<file path="src/rtl/uart_line_echo.sv">
// Line echo client: gathers received bytes into a line (with backspace editing) and echoes it plus CR LF.
// Latency: first echo push at least 2 edges after the terminator is consumed; pushes and pops at most 1 per 2 cycles.
// Backpressure: tx_full stalls every push with tx_data and rd_ptr held; no bytes are popped while busy.
module uart_line_echo #(
  parameter int LINE_MAX = 64
) (
  input  logic       clk,
  input  logic       n_rst,
  input  logic [7:0] rx_data,
  input  logic       rx_valid,
  output logic       rx_pop,
  input  logic       tx_full,
  output logic [7:0] tx_data,
  output logic       tx_push,
  output logic       busy,
  output logic       line_trunc
);

  localparam int CW = $clog2(LINE_MAX + 1);
  localparam int AW = (LINE_MAX > 1) ? $clog2(LINE_MAX) : 1;
  localparam logic [CW-1:0] LINE_MAX_C = CW'(LINE_MAX);

  localparam logic [7:0] CHAR_CR = 8'h0D;
  localparam logic [7:0] CHAR_LF = 8'h0A;
  localparam logic [7:0] CHAR_BS = 8'h08;

  typedef enum logic [1:0] {COLLECT, EMIT, SEND_CR, SEND_LF} state_t;

  state_t        state, state_nxt;
  logic [7:0]    line_buf [LINE_MAX];
  logic [CW-1:0] count, count_nxt;
  logic [CW-1:0] rd_ptr, rd_ptr_nxt;
  logic          prev_cr, prev_cr_nxt;
  logic          rx_pop_nxt, tx_push_nxt, trunc_nxt, wr_en;
  logic [7:0]    tx_data_nxt;
  logic          can_push;

  // A push needs a free FIFO slot and a quiet previous edge; the rx_pop term
  // also keeps the first echo push two edges clear of the terminator pop.
  assign can_push = !tx_full && !tx_push && !rx_pop;

  // Next-state and output decode; every target defaults to hold / idle.
  always_comb begin
    state_nxt   = state;
    count_nxt   = count;
    rd_ptr_nxt  = rd_ptr;
    prev_cr_nxt = prev_cr;
    rx_pop_nxt  = 1'b0;
    tx_push_nxt = 1'b0;
    tx_data_nxt = tx_data;
    trunc_nxt   = 1'b0;
    wr_en       = 1'b0;
    case (state)
      COLLECT: begin
        // rx_pop high means the FIFO head is still being advanced; skip this edge.
        if (rx_valid && !rx_pop) begin
          rx_pop_nxt = 1'b1;
          case (rx_data)
            CHAR_CR: begin
              state_nxt   = EMIT;
              rd_ptr_nxt  = '0;
              prev_cr_nxt = 1'b1;
            end
            CHAR_LF: begin
              if (prev_cr) begin
                prev_cr_nxt = 1'b0;
              end else begin
                state_nxt  = EMIT;
                rd_ptr_nxt = '0;
              end
            end
            CHAR_BS: begin
              if (count != '0) count_nxt = count - CW'(1);
              prev_cr_nxt = 1'b0;
            end
            default: begin
              wr_en       = 1'b1;
              count_nxt   = count + CW'(1);
              prev_cr_nxt = 1'b0;
              if (count_nxt == LINE_MAX_C) begin
                state_nxt  = EMIT;
                rd_ptr_nxt = '0;
                trunc_nxt  = 1'b1;
              end
            end
          endcase
        end
      end
      EMIT: begin
        if (rd_ptr == count) begin
          state_nxt = SEND_CR;
        end else if (can_push) begin
          tx_push_nxt = 1'b1;
          tx_data_nxt = line_buf[rd_ptr[AW-1:0]];
          rd_ptr_nxt  = rd_ptr + CW'(1);
        end
      end
      SEND_CR: begin
        if (can_push) begin
          tx_push_nxt = 1'b1;
          tx_data_nxt = CHAR_CR;
          state_nxt   = SEND_LF;
        end
      end
      SEND_LF: begin
        if (can_push) begin
          tx_push_nxt = 1'b1;
          tx_data_nxt = CHAR_LF;
          count_nxt   = '0;
          state_nxt   = COLLECT;
        end
      end
      default: state_nxt = COLLECT;
    endcase
  end

  // State and registered outputs; reset drops any partial line immediately.
  always_ff @(posedge clk or negedge n_rst) begin
    if (!n_rst) begin
      state      <= COLLECT;
      count      <= '0;
      rd_ptr     <= '0;
      prev_cr    <= 1'b0;
      rx_pop     <= 1'b0;
      tx_push    <= 1'b0;
      tx_data    <= 8'h00;
      busy       <= 1'b0;
      line_trunc <= 1'b0;
    end else begin
      state      <= state_nxt;
      count      <= count_nxt;
      rd_ptr     <= rd_ptr_nxt;
      prev_cr    <= prev_cr_nxt;
      rx_pop     <= rx_pop_nxt;
      tx_push    <= tx_push_nxt;
      tx_data    <= tx_data_nxt;
      busy       <= (state_nxt != COLLECT);
      line_trunc <= trunc_nxt;
    end
  end

  // Line storage; contents are only meaningful below count, so no reset needed.
  always_ff @(posedge clk) begin
    if (wr_en) line_buf[count[AW-1:0]] <= rx_data;
  end

endmodule

</file>
<file path="config.mk">
export PLATFORM = sky130hd
export DESIGN_NAME = uart_line_echo
export DESIGN_NICKNAME = d
export VERILOG_FILES = /design/src/rtl/uart_line_echo.sv
export SDC_FILE = /design/constraint.sdc
export NUM_CORES = 1
export LEC_CHECK = 0
export CAP_MARGIN = 0
export CORE_UTILIZATION = 43
export DETAILED_ROUTE_END_ITERATION = 7
export GPL_TIMING_DRIVEN = 0
export PLACE_DENSITY = 0.56
export SETUP_SLACK_MARGIN = 0.2
export SLEW_MARGIN = 20
export SYNTH_ARGS = -nofsm -noshare
export SYNTH_HDL_FRONTEND = slang
export SYNTH_SLANG_ARGS = --single-unit
export TNS_END_PERCENT = 30
</file>
<file path="constraint.sdc">
create_clock -name clk -period 9.2 [get_ports clk]
set_clock_uncertainty 0.2 [all_clocks]
set_input_delay 2.76 -clock clk [delete_from_list [all_inputs] [get_ports clk]]
set_output_delay 2.76 -clock clk [all_outputs]
set_load 0.01 [all_outputs]
</file>
; ---- Word-level counts from Yosys, hierarchy flattened
; Memory sizes are Yosys's and may differ from the RTL's.
; Index checks and enable logic that the tools add are counted.
; W data, S select, Z words.
[totals]
reg_bits = 29
latch_bits = 0
mem_bits_rw = 512
mem_bits_ro = 0
input_bits = 12
out_inout_bits = 12
wordCells = 90
mem_count = 1
[op_classes]
addsub = 3
multipliers = 0
n_div = 0
n_lt_le_gt_ge = 0
n_eq_ne = 18
shifts = 0
mux = 40
n_bitwise = 0
reduce_logical = 19
[memory_table]
columns = memory, words, width, rd, rd_ports_with_merged_regs, wr, line
row1 = line_buf, 64, 8, 1, 0, 1, 30  ; logic [7:0] line_buf [LINE_MAX];
[op_table]
columns = operator, n
row1 = $mux W7, 8
row2 = $pmux W7 S2, 3
row3 = $mux W8, 4
row4 = $eq A8 B4 Y1 const B, 3
row5 = $pmux W8 S3, 1
row6 = $pmux W7 S3, 1
row7 = $add A7 B1 Y7 const B, 2
row8 = $mux W1, 14
row9 = $ne A2 B2 Y1 const B, 7
row10 = $mux W2, 6
row11 = $reduce_and A5 Y1, 2
row12 = $pmux W2 S4, 1
row13 = $eq A7 B7 Y1, 1
row14 = $eq A7 B7 Y1 const B, 1
row15 = $reduce_and A7 Y1, 1
row16 = $reduce_bool A7 Y1, 1
row17 = $sub A7 B1 Y7 const B, 1
row18 = $ne A3 B3 Y1 const B, 2
row19 = $pmux W2 S3, 1
row20 = $reduce_bool A2 Y1, 3
row21 = $eq A2 B2 Y1 const B, 2
row22 = $ne A4 B2 Y1 const B, 1
row23 = $reduce_or A2 Y1, 2
row24 = $logic_and A1 B1 Y1, 3
row25 = other kinds (7), 9

; ---- Logic depth before layout (Yosys ltp)
; Gate-level depths: netlist (run 1).
[logic_depth]
word_depth = 7
mapped_depth = 12

; ---- Worst setup path before layout (run 1)
; Ideal clock, no wire load.
[synth_path]
kind = input-to-reg
from = input rx_valid
to = memory line_buf[58][0], enable pin
arrival_time_ns = 4.367
setup_slack_ns = 4.262
path_stages = 7
path_buffers = 1
cell_sequence = nand2_1 or2_2 inv_1 o21ai_0 or4_1 clkbuf_1 nor2_1
[synth_between]
elab_chain_len = 5
[synth_rtl]
columns = element, line
row1 = start: declaration, 10  ; input logic rx_valid,
row2 = $logic_and A1 B1 Y1, 56  ; if (rx_valid && !rx_pop) begin
row3 = $mux W1, 56
row4 = $mux W1, 53  ; case (state)
row5 = $mux W1, 144  ; if (wr_en) line_buf[count[AW-1:0]] <= rx_data;
row6 = $mux W1 (implied by the code), 144
row7 = end: declaration, 30
; Every way passes these cells.

; ---- Worst setup path after layout (run 1)
[layout_path]
from = input rx_data[5]
to = memory line_buf[19][1], enable pin
[layout_between]
elab_chain_len = 7
[layout_rtl]
columns = element, line
row1 = start: declaration, 9  ; input logic [7:0] rx_data,
row2 = $eq A8 B4 Y1, 58  ; case (rx_data)
row3 = $reduce_or A3 Y1 (no source line) *, -
row4 = $mux W1 *, 58
row5 = $mux W1 *, 56
row6 = $mux W1 *, 53
row7 = $mux W1 *, 144
row8 = $mux W1 (implied by the code) *, 144
; Mark *: on every way between the ends. The rest lies on a longest branch, timed or not.

==> metrics.cfg, run 1 <==
[route]
drc = 0
routed_wl_mm = 57.25
postRouteAntennaNets = 0
vias = 11490
wl_per_cell_um = 29.59
via_per_inst = 5.936
drtIter0Drc = 1287
drt_pass1_iterations = 5

[cells_and_area]
final_util = 0.4919
area_growth_pct = 12.67
seq_area_um2 = 16100
multi_input_area_um2 = 5445
fin_nets = 1239
layout-drive-gt1-share = 0.2092
nFillCells = 4136

[floorplan]
row_count = 82
die_y_um = 227.9
die-area_um2 = 51950
core_area_um2 = 50270
start_util = 0.4365
io-pin-count = 24
fp.dieW_um = 227.9

[logic_synthesis]
synth_flop_cell = edfxtp_1
syn_area_um2 = 21950
yosys.area.top_type_share = 0.7006
ys_seq_elements = 541
ys_async_sr_fraction = 0.05360
yosysTopAreaCell = edfxtp_1
yosysWarnings = 0
post-synth-top-count-cell = edfxtp_1
synth.yosys.seq_area_share = 0.7336
synth_fp_nets = 1155
syn_area_per_cell_um2 = 19.34
synthTopCellsByCount = 512 x edfxtp_1, 125 x mux4_2, 86 x nor2_1
yosys-top-cells-area = edfxtp_1 70%, mux4_2 13%, dfrtp_1 3.3%, nor2_1 1.5%, mux2i_1 1.5%
synth_edf_count = 512
synth_cells = 1135
yosysUniqueCellTypes = 63

[timing]
worst_pin_slew_ns = 1.171
fin_crit_ns = 6.251
rsz0062_at_grt = false
fmax_ghz = 0.1600
finalHoldViolations = 0
finalSetupTns_ns = 0
relSlewSlack = 0.2196
finalCritPeriodShare = 0.6794
slew_viol_final = 0
setup_viol = 0

[critical_path]
reg2reg_setup_slack_ns = 4.41
cp_slowest_cell = o21ai_0
cp.arrival_ns = 6.29
startpoint = rx_data[5]
startpoint_type = input port
cp_max_fo = 37
rr_startpoint = state[1]
worstPathRequired_ns = 9.24
crit_end = line_buf[19][1]
endpoint_kind = flop
slowest_delay_ns = 0.76
cp_cell_sequence = buf_2 > buf_12 > nor4_1 > nand2_1 > o21ai_0 > or4_1 > clkbuf_1 > nor2_1
r2r-end = line_buf[23][1]
path_class = in -> reg
r2r_cells = 10

[cts]
clk_pin_slew_ns = 0.06
postCtsHoldBufs = 0
cts_tree = yes
cts_sinks = 541
cts_resized = 0
cts_buffer_depth = 3
post_cts_buffers = 0
h-tree-depth = 2
clockRootBuffer = clkbuf_16
cts_inserted_buffers = 56
clkLatencyLatePin_ns = 0.61

[placement]
port_buffers = 23
dp_hpwl_mm = 36.11
gp_congestion = 0.9181

[grt]
grt_usage = 0.2243
grt_max_degree = 71
grt_overflow = 0
grt_pass1_vias = 11390
grt_pass1_wl_mm = 82.52
antenna_found_initial = 0

[power]
leakage_nw = 7.822
peakVddDrop_v = 0.0001348
power.density_nw_per_um2 = 277.6

[min_path]
hold_depth = 2
hold_path_class = reg -> reg

[status]
outcome = complete, no violations

[run]
maxCapViolCount = 0

[routing by layer]
layer | global-route usage | share of wire | vias up | wire length (um)
met4 | 0.07152 | 0.024 | 0 | 1386
li1 | - | - | 4864 | -
met3 | 0.04488 | 0.072 | 83 | 4139
met2 | 0.3374 | 0.46 | 464 | 26220
met5 | 0 | 0 | - | 0
met1 | 0.3302 | 0.45 | 6075 | 25500
[area by class of cell]
type / count / share of cell area
flip-flops and latches: 541 / 0.6511
clock buffers: 73 / 0.06052
diodes: 1 / 0.0001012
inverters: 12 / 0.001822
clock inverters: 28 / 0.007388
multi-input cells: 518 / 0.2202
repair buffers: 26 / 0.01012
plain buffers: 64 / 0.01472
well taps: 672 / 0.03400
[per-stage QoR]
| stage | total power, mW | setup WS (ns) | hold WS (ns) | cells | instance area [um^2] |
|---|---|---|---|---|---|
| after floorplan | 4.109 | 4.262 | 0.2394 | 1135 | 21950 |
| after global placement | 4.799 | 0.8475 | 0.2639 | 1830 | 23020 |
| after detailed placement | 4.807 | 2.462 | 0.2687 | 1833 | 23040 |
| after CTS | 6.915 | 3.093 | 0.2889 | 1934 | 24720 |
| after global routing | 7.101 | 2.779 | 0.2966 | 1934 | 24730 |
| final | 6.865 | 2.949 | 0.2867 | 1935 | 24730 |
[placed cells by master, fill, tap and decap left out, types with 5 or more instances in the layout]
| master | netlist | layout |
|---|---|---|
| clkinv_2 | 0 | 11 |
| nand2_1 | 31 | 31 |
| o31ai_1 | 5 | 5 |
| buf_4 | 7 | 15 |
| clkdlybuf4s50_1 | 0 | 14 |
| a21oi_1 | 18 | 18 |
| nor2_1 | 86 | 86 |
| ha_1 | 8 | 8 |
| nand3_1 | 23 | 23 |
| dfrtp_1 | 29 | 29 |
| edfxtp_1 | 512 | 512 |
| mux4_1 | 5 | 5 |
| mux4_2 | 125 | 125 |
| or3_1 | 7 | 7 |
| mux2_2 | 14 | 14 |
| nor3_1 | 10 | 9 |
| o211ai_1 | 10 | 10 |
| xnor2_1 | 7 | 7 |
| a22o_1 | 6 | 6 |
| buf_6 | 8 | 8 |
| and2_1 | 5 | 5 |
| inv_1 | 10 | 10 |
| buf_2 | 14 | 16 |
| nand4_1 | 6 | 6 |
| a22oi_1 | 13 | 13 |
| clkbuf_1 | 31 | 43 |
| clkinv_1 | 1 | 13 |
| clkbuf_16 | 0 | 57 |
| a221oi_1 | 7 | 7 |
| o21ai_0 | 19 | 19 |
| nor2b_1 | 11 | 11 |
| mux2i_1 | 32 | 32 |
[cell families after synthesis]
family / count (synthesis) / share of synthesized area
DFF: 541 / 0.7336
adders and majority gates: 8 / 0.004561
muxes: 176 / 0.1560
buffers and inverters: 76 / 0.01847
xor gates and xnor gates: 8 / 0.003193
and+or+nand+nor: 201 / 0.04287
AOI/OAI and AO/OA: 125 / 0.04122
[state kept, by name, indices dropped and copies added (netlist names)]
register	flops
rd_ptr	7
tx_data	8
line_trunc	1
rx_pop	1
count	7
tx_push	1
state	2
busy	1
prev_cr	1
line_buf	512
[worst min-delay path by stage]
stage,startpoint,to,slack [ns]
global route,prev_cr,prev_cr,0.30
CTS,prev_cr,prev_cr,0.29
detailed placement,prev_cr,prev_cr,0.27
floorplan,prev_cr,prev_cr,0.24
finish,prev_cr,prev_cr,0.29
global placement,prev_cr,prev_cr,0.26
[report_power, final]
group	leakage [nW]	total, mW	switching (mW)	internal, mW
combinational	2.06	1.90	1.08	0.816
clock	0.818	2.12	0.923	1.19
sequential	4.94	2.85	0.0667	2.78
total	7.82	6.87	2.07	4.79
[worst max-delay path: cells and delay by family]
| family | cells | cell delay [ns] |
|---|---|---|
| and+or+nand+nor | 4 | 1.54 |
| buffers and inverters | 3 | 1.20 |
| AOI/OAI and AO/OA | 1 | 0.76 |
Power figures use the tool's default switching activity.
==> run 2, diff against run 1 <==
--- a/config.mk
+++ b/config.mk
@@ -9,7 +9,7 @@
 export CORE_UTILIZATION = 43
 export DETAILED_ROUTE_END_ITERATION = 7
 export GPL_TIMING_DRIVEN = 0
-export PLACE_DENSITY = 0.56
+export PLACE_DENSITY = 0.58
 export SETUP_SLACK_MARGIN = 0.2
 export SLEW_MARGIN = 20
 export SYNTH_ARGS = -nofsm -noshare
==> constraint.sdc (replaced) <==
create_clock -name clk -period 5.25 [get_ports clk]
set_clock_uncertainty 0.2 [all_clocks]
set_input_delay 1.575 -clock clk [delete_from_list [all_inputs] [get_ports clk]]
set_output_delay 1.575 -clock clk [all_outputs]
set_load 0.01 [all_outputs]
==> run 2 against run 1 <==
  * Critical path depth did not move
  * Combinational power rose by 79%
  * Global-route usage rose by 0.24 points
==> metrics.cfg, run 2 (synthesized netlist as in run 1, its figures left out) <==
[critical_path]
path_class = in -> reg
r2r_cells = 10
cp_max_fo = 37
r2r-end = line_buf[63][6]
cp.arrival_ns = 4.80
startpoint_type = input port
worstPathRequired_ns = 5.27
reg2reg_setup_slack_ns = 0.72
endpoint_kind = flop
rr_startpoint = state[1]

[grt]
grt_overflow = 0
grt_usage = 0.2268
grt_max_degree = 71
grt_pass1_vias = 11440
antenna_found_initial = 3
grt_pass1_wl_mm = 83.81

[floorplan]
die-area_um2 = 51950
start_util = 0.4365
row_count = 82
io-pin-count = 24
fp.dieW_um = 227.9
die_y_um = 227.9
core_area_um2 = 50270

[run]
maxCapViolCount = 0

[cts]
clkLatencyLatePin_ns = 0.60
h-tree-depth = 2
cts_buffer_depth = 3
post_cts_buffers = 0
cts_tree = yes
clockRootBuffer = clkbuf_16
cts_inserted_buffers = 54
cts_sinks = 541
clk_pin_slew_ns = 0.06

[timing]
fin_crit_ns = 4.782
fin_ws_ns = 0.4681
worst_pin_slew_ns = 1.143
slew_viol_final = 0
rsz0062_at_grt = false
finalHoldViolations = 0
finalCritPeriodShare = 0.9108
fmax_ghz = 0.2091
relSlewSlack = 0.2381
setup_viol = 0

[placement]
gp_congestion = 0.9077
dp_hpwl_mm = 36.76
port_buffers = 23
pre_cts_ws_ns = -0.3518

[cells_and_area]
layout-drive-gt1-share = 0.2117
area_growth_pct = 12.70
final_common_cell = edfxtp_1
nFillCells = 4138
layout.cells.most_common_list = 512 x edfxtp_1, 125 x mux4_2, 83 x nor2_1, 55 x clkbuf_16, 42 x clkbuf_1
fin_nets = 1238
antennaDiodeCount = 0
largest_register_ffs = 512

[route]
drt_pass1_iterations = 6
wl_per_cell_um = 29.85
routed_wl_mm = 57.71
vias = 11680
drtIter0Drc = 1603
drc = 0
postRouteAntennaNets = 0
via_per_inst = 6.040

[power]
power.switching_mw = 3.696
power.density_nw_per_um2 = 490.0
p_sw_frac = 0.3049
total_power_mw = 12.12
seq_power_share = 0.411
p_clk_frac = 0.309
p_comb_frac = 0.280
peakVddDrop_v = 0.0002352
leakage_nw = 7.822
p_int_mw = 8.424

[min_path]
hold_start = prev_cr
hold_depth = 2
hold_path_class = reg -> reg
worstHoldEndpoint = prev_cr

[status]
outcome = complete, no violations

[run 2: cell count changes in the layout (fill, tap and decap cells not counted), moves of 2 or more]
cell / before / now
nor2_1: 86 / 83
bufinv_16: 2 / 4
clkbuf_16: 57 / 55
nor2_2: 0 / 3
[run 2: power groups by stage]
stage | registers (mW) | clock network [mW] | logic (mW)
after global routing | 5.00 | 3.94 | 3.59
after floorplan | 5.04 | 0 | 2.16
after detailed placement | 5.07 | 0 | 3.39
after global placement | 5.08 | 0 | 3.37
final | 4.99 | 3.74 | 3.40
after CTS | 4.98 | 3.79 | 3.40
[run 2: repair_timing]
| action | in CTS | in global routing |
|---|---|---|
| gates resized for setup | 0 | 4 |
| hold buffers | 0 | 0 |
| setup endpoints to repair | 0 | 162 |
[run 2: how the worst max path moves through the flow]
stage / start / endpoint / slack, ns / cells after the start
after global placement: rx_data[6] / line_buf[13][5] / -2.09 / 7
after detailed placement: rx_data[5] / line_buf[15][5] / -0.35 / 8
after global routing: rx_data[5] / line_buf[61][7] / 0.29 / 8
after CTS: rx_data[5] / line_buf[15][7] / 0.30 / 8
after floorplan: rx_valid / line_buf[58][0] / 1.50 / 7
final: rx_data[5] / line_buf[63][6] / 0.47 / 8
[run 2: final cells by class]
cell class | instances | area, um^2 | area share
clock inverters | 30 | 246.5 | 0.009966
inverters | 12 | 45.04 | 0.001821
clock buffers | 69 | 1429 | 0.05777
plain buffers | 64 | 364.1 | 0.01472
multi-input cells | 518 | 5453 | 0.2205
flip-flops and latches | 541 | 16100 | 0.6509
well taps | 672 | 840.8 | 0.03399
repair buffers | 27 | 255.2 | 0.01032
[run 2: per-layer routing]
metal	vias up	track usage	wire length (um)
li1	4851	-	-
met1	6203	0.3397	25290
met2	530	0.3402	26350
met3	89	0.04200	4652
met4	2	0.06502	1399
met5	-	0	16
[run 2: worst max-delay path, cell delays in order]
cell and delay, ns:
buf_2 0.42, buf_12 0.26, nor4_1 0.14, nand2_1 0.17, o21ai_1 0.22, inv_1 0.17, nand4_1 0.74, nor2_1 1.05
[run 2: metrics by stage]
| stage | hold slack, ns | TNS, ns | utilization | instances | cell area [um^2] |
|---|---|---|---|---|---|
| after detailed placement | 0.2821 | -88.39 | 0.4585 | 1834 | 23050 |
| after floorplan | 0.2394 | 0 | - | 1135 | 21950 |
| after global placement | 0.2651 | -1010.28 | 0.4578 | 1830 | 23020 |
| after global routing | 0.3313 | 0 | 0.4920 | 1933 | 24730 |
| final | 0.2963 | 0 | 0.4920 | 1933 | 24730 |
| after CTS | 0.3016 | 0 | 0.4918 | 1933 | 24730 |
